## config.mk

```make
export PLATFORM = sky130hd
export DESIGN_NAME = muldiv_ctrl
export DESIGN_NICKNAME = d
export VERILOG_FILES = /design/src/rtl/muldiv_ctrl.sv
export SDC_FILE = /design/constraint.sdc
export NUM_CORES = 2
export LEC_CHECK = 0
export CAP_MARGIN = 20
export CORE_UTILIZATION = 50
export CTS_CLUSTER_DIAMETER = 40
export DETAILED_ROUTE_END_ITERATION = 6
export PLACE_DENSITY = 0.64
export SYNTH_ARGS = -nofsm -noshare
export SYNTH_HDL_FRONTEND = slang
export SYNTH_SLANG_ARGS = --single-unit
```

## constraint.sdc

```tcl
create_clock -name clk -period 9.8 [get_ports clk]
set_input_delay 1.47 -clock clk [delete_from_list [all_inputs] [get_ports clk]]
set_output_delay 1.47 -clock clk [all_outputs]
set_load 0.02 [all_outputs]
```

## src/rtl/muldiv_ctrl.sv

```systemverilog
// muldiv_ctrl: HI/LO controller with single-cycle multiply and 32-cycle restoring divide
module muldiv_ctrl (
  input  logic        clk,
  input  logic        reset,
  input  logic        req_valid,
  input  logic [7:0]  req_op,
  input  logic [31:0] req_src1,
  input  logic [31:0] req_src2,
  input  logic        req_cancel,
  output logic        req_ready,
  output logic        md_busy,
  output logic        md_done,
  output logic [31:0] mf_data,
  output logic [31:0] hi,
  output logic [31:0] lo
);
  typedef enum logic [1:0] {IDLE, MUL, DIV} state_t;
  state_t      state;
  logic [31:0] opa, opb, quo, rem;
  logic [4:0]  cnt;
  logic        msign, qsign, rsign, dzero;
  logic        accept, op_mult, op_multu, op_div, op_divu, op_mthi, op_mtlo, op_mfhi, op_mflo;
  logic [63:0] ext_a, ext_b, prod;
  logic [32:0] trial;
  logic [31:0] quo_n, rem_n, mag1, mag2;
  // priority decode of the request, operand magnitudes and one restoring-division step
  always_comb begin
    req_ready = (state == IDLE) & ~req_cancel & ~reset;
    accept    = req_valid & req_ready;
    md_busy   = state != IDLE;
    md_done   = ~req_cancel & ((state == MUL) | ((state == DIV) & (dzero | (cnt == 5'd31))));
    op_mult   = req_op[7];
    op_multu  = ~req_op[7] & req_op[6];
    op_div    = ~|req_op[7:6] & req_op[5];
    op_divu   = ~|req_op[7:5] & req_op[4];
    op_mthi   = ~|req_op[7:4] & req_op[1];
    op_mtlo   = ~|req_op[7:4] & ~req_op[1] & req_op[0];
    op_mfhi   = ~|req_op[7:4] & ~|req_op[1:0] & req_op[3];
    op_mflo   = ~|req_op[7:4] & ~|req_op[1:0] & ~req_op[3] & req_op[2];
    mf_data   = (accept & op_mfhi) ? hi : (accept & op_mflo) ? lo : 32'd0;
    ext_a     = {{32{msign & opa[31]}}, opa};
    ext_b     = {{32{msign & opb[31]}}, opb};
    prod      = ext_a * ext_b;
    trial     = {rem, quo[31]} - {1'b0, opb};
    rem_n     = trial[32] ? {rem[30:0], quo[31]} : trial[31:0];
    quo_n     = {quo[30:0], ~trial[32]};
    mag1      = (op_div & req_src1[31]) ? -req_src1 : req_src1;
    mag2      = (op_div & req_src2[31]) ? -req_src2 : req_src2;
  end
  // controller FSM together with HI/LO and divider datapath registers
  always_ff @(posedge clk or posedge reset) begin
    if (reset) begin
      state <= IDLE;
      hi    <= '0;
      lo    <= '0;
      opa   <= '0;
      opb   <= '0;
      quo   <= '0;
      rem   <= '0;
      cnt   <= '0;
      msign <= 1'b0;
      qsign <= 1'b0;
      rsign <= 1'b0;
      dzero <= 1'b0;
    end else begin
      case (state)
        IDLE: if (accept) begin
          if (op_mult | op_multu) begin
            opa   <= req_src1;
            opb   <= req_src2;
            msign <= op_mult;
            state <= MUL;
          end else if (op_div | op_divu) begin
            quo   <= mag1;
            opb   <= mag2;
            rem   <= '0;
            cnt   <= '0;
            qsign <= op_div & (req_src1[31] ^ req_src2[31]);
            rsign <= op_div & req_src1[31];
            dzero <= req_src2 == 32'd0;
            state <= DIV;
          end else if (op_mthi) hi <= req_src1;
          else if (op_mtlo) lo <= req_src1;
        end
        MUL: begin
          state <= IDLE;
          if (!req_cancel) {hi, lo} <= prod;
        end
        DIV: if (req_cancel | dzero) state <= IDLE;
        else begin
          quo <= quo_n;
          rem <= rem_n;
          cnt <= cnt + 5'd1;
          if (cnt == 5'd31) begin
            lo    <= qsign ? -quo_n : quo_n;
            hi    <= rsign ? -rem_n : rem_n;
            state <= IDLE;
          end
        end
        default: state <= IDLE;
      endcase
    end
  end
endmodule

```

==> qor.log <==
[yosys] Post-synth EDFFs 0
[timing] Slew @ Worst Pin 1.19 ns
[grt] total congestion overflow after global routing 0
[worst_hold_path] worst min-delay path category register to register
[yosys] number of warnings printed during yosys synthesis 0
[routing] DRC 0
[grt] global router's overall resource usage 31.3%
[grt] maximum number of pins on one net before global-route repair 94
[clocking] deepest clock path buffer count 3
[finish] most common cell after layout, fill and taps aside inv_1
[worst_setup_path] Worst R2R End hi[12]
[timing] largest clock skew in the final design 0.0180 ns
[floorplanning] effective utilization at floorplan 50.4%
[yosys] most frequently used flop master after synthesis dfrtp_1
[clocking] number of buffers added to fix hold violations after cts 0
[worst_setup_path] reg-to-reg critical path startpoint opb[13]
[floorplanning] Core Box Area 104000 sq um
[placed_design] count of input and output buffers 174
[grt] wire length of the first global-routing pass 255000 um
[timing] number of hold violations in the final report 0
[clocking] number of setup buffers added after CTS 0
[routing] length of the first detailed-routing pass in iterations 6
[worst_setup_path] kind of critical path register to register
[floorplanning] number of I/O pins 175
[worst_setup_path] r2r worst-path depth 27
[worst_setup_path] required time at the endpoint of the critical path 10.29 ns
[clocking] level count of the clock H-tree 1
[clocking] Clock Latency Late Sink 0.61 ns
[yosys] count of unique library cells instantiated by Yosys 82
[routing] drt initial violations 3401
[floorplanning] number of core rows 118
[yosys] count of mapped cells out of synthesis 5927
[worst_hold_path] end point of the most critical hold path cnt[4]
[clocking] clock net sink count 203
[worst_setup_path] Max FO, Critical Path 20
[clocking] CTS clk-pin slew, worst paths 0.06 ns
[run_status] result of the run finished, final reports clean
[floorplanning] overall die area 106000 sq um
[floorplanning] floorplan die width 325 um
[routing] vias after detailed routing 41200
[placed_design] DP HPWL 133000 um
[timing] highest clock rate 107 MHz
[flow_run] count of maximum capacitance violations 0
[finish] share of layout cells above drive strength 1 4.45%
[worst_setup_path] Critical Path End Type register
[worst_hold_path] beginning of the worst hold path cnt[4]
[grt] initial antenna violation count 2
[yosys] Post-Syn Area 52300 sq um
[worst_setup_path] CP Data Arrival Time 9.83 ns
[routing] post-route ant nets 0
[clocking] TritonCTS Buffers 31
[routing] vias per cell 5.64
[placed_design] routability congestion estimate from global placement 0.948
[timing] final sum of negative setup slack 0 ns
[grt] vias in the first global route 43000
[floorplanning] DIE HEIGHT 325 um
[routing] total routed wirelength 161000 um
[routing] wire length per cell after detailed routing 22.1 um
[worst_hold_path] WHS Path Cells 2
[timing] max_slew headroom 20.4%
[timing] final setup fails 0
[timing] unrepaired setup endpoints after global routing no
[finish] Area Overhead vs Synth 8.18%
[yosys] post-synthesis sequential element count 203
[yosys] asr flop ratio synth 100%
[finish] commonest cells after routing, fill and taps aside 1193 x inv_1, 1126 x fa_1, 952 x nand2_1, 356 x and2_1, 252 x ha_1
[worst_setup_path] flop-to-flop setup slack 0.47 ns
[yosys] mean cell area of the mapped netlist 8.82 sq um
[yosys] net count of the mapped netlist 7383
[yosys] sequential fraction of the synthesis area 9.72%
[timing] fin crit period 9.33 ns
[worst_setup_path] critical path startpoint category register
[finish] number of nets in the layout 7361
[timing] Pins Over Slew Limit 0
[clocking] root buf cell clkbuf_16
[timing] final period utilization 95.2%
[clocking] clock tree from TritonCTS done
[repair_timing]
item                                    4_1_cts  5_1_grt
endpoints found under the setup margin        0        2
endpoints found under the hold margin         0        0
gates resized for setup                       0        1
[logic make-up (layout without fill, tap and decap cells)]
family,Yosys count,after routing,synth area share [%]
adders and majority gates,1380,1380,49.2
buffers and inverters,1550,1552,11.1
muxes,62,62,1.28
and+or+nand+nor,1762,1762,15.5
AOI/OAI and AO/OA,763,763,9.68
xor gates and xnor gates,207,207,3.47
other,0,1,0
DFF,203,203,9.72
[flip-flops by register name, indices dropped and copies added (netlist names)]
name   count
cnt        5
dzero      1
hi        32
lo        32
msign      1
opa       32
opb       32
qsign      1
quo       32
rem       32
rsign      1
state      2
[worst max path at each step]
stage	start	to
detailed placement	opb[13]	hi[30]
floorplan	opa[31]	hi[30]
CTS	opb[13]	hi[30]
finish	opb[13]	hi[12]
global placement	opb[11]	hi[28]
global route	opb[13]	hi[12]
[synthesized netlist by cell type (7+ instances only)]
cell type	instances	area [sq um]
a221oi_1	53	464
clkbuf_1	335	1260
ha_1	254	3180
nand2_1	952	3570
nor2_1	206	773
and2_1	356	2230
a21o_1	39	293
o21ai_0	172	861
buf_1	13	48.8
xnor2_1	139	1220
a22o_1	41	359
o41ai_1	14	123
and3_1	31	194
o21a_1	21	158
o211ai_1	10	75.1
nand3b_1	7	52.6
o221ai_1	7	61.3
mux2i_1	25	250
a21oi_1	201	1010
or3_1	21	131
nor4_1	19	119
nand3_1	33	165
o31a_1	11	96.3
and4_1	7	61.3
mux2_2	37	417
a31oi_1	15	93.8
o21bai_1	16	120
nand2b_1	15	93.8
fa_1	1126	22500
nand4_1	15	93.8
nor3_1	47	235
or2_2	16	100
or4_1	8	60.1
o31ai_1	79	593
dfrtp_1	203	5080
a211oi_1	18	135
inv_1	1194	4480
nor2b_1	13	81.3
xor2_1	68	596
[final cells by class]
type	count	area [sq um]
well taps	1380	1730
inverters	1197	4500
multi-input cells	4174	41400
clock inverters	22	229
repair buffers	298	2730
clock buffers	35	831
flip-flops and latches	203	5080
fillers	9646	47100
diodes	1	2.50
[per-layer routing]
metal  share of wire, %  track usage (%)  wire (um)  vias to the layer above
met5              0.011                0         17                        -
met4                4.2             11.1       6740                        2
met3                7.2             4.70      11700                      303
met2                 48             51.4      77500                     1545
met1                 41             42.1      65400                    21300
li1                   -                -          -                    18000
[through the flow]
stage	std cells	setup slack [ns]	area [sq um]	utilization (%)	hold slack [ns]
after floorplan	5927	1.61	52300	-	0.456
after global placement	7248	0.389	55400	53.4	0.472
after detailed placement	7250	0.373	55400	53.5	0.483
after CTS	7307	0.364	56500	54.5	0.496
after global routing	7309	0.0774	56500	54.5	0.545
final	7310	0.468	56500	54.5	0.493
[worst max-delay path, stage by stage, from the launching register on]
cell and delay, ns:
dfrtp_1 0.94, buf_4 0.41, and2_1 0.20, fa_1 0.44, fa_1 0.49, inv_1 0.06
fa_1 0.53, inv_1 0.06, fa_1 0.49, fa_1 0.60, fa_1 0.46, fa_1 0.50
inv_1 0.05, fa_1 0.48, inv_1 0.08, ha_1 0.38, and3_1 0.19, and2_1 0.17
a21oi_1 0.12, o21ai_0 0.14, a221oi_1 0.33, o41a_1 0.41, o21bai_1 0.10, a21oi_1 0.56
o21bai_1 0.15, xnor2_1 0.30, o221ai_1 0.29, a22o_1 0.26
Power is left out: the tool's default activity adds up to more than one toggle a clock period on the data nets, which glitch-free logic cannot reach.
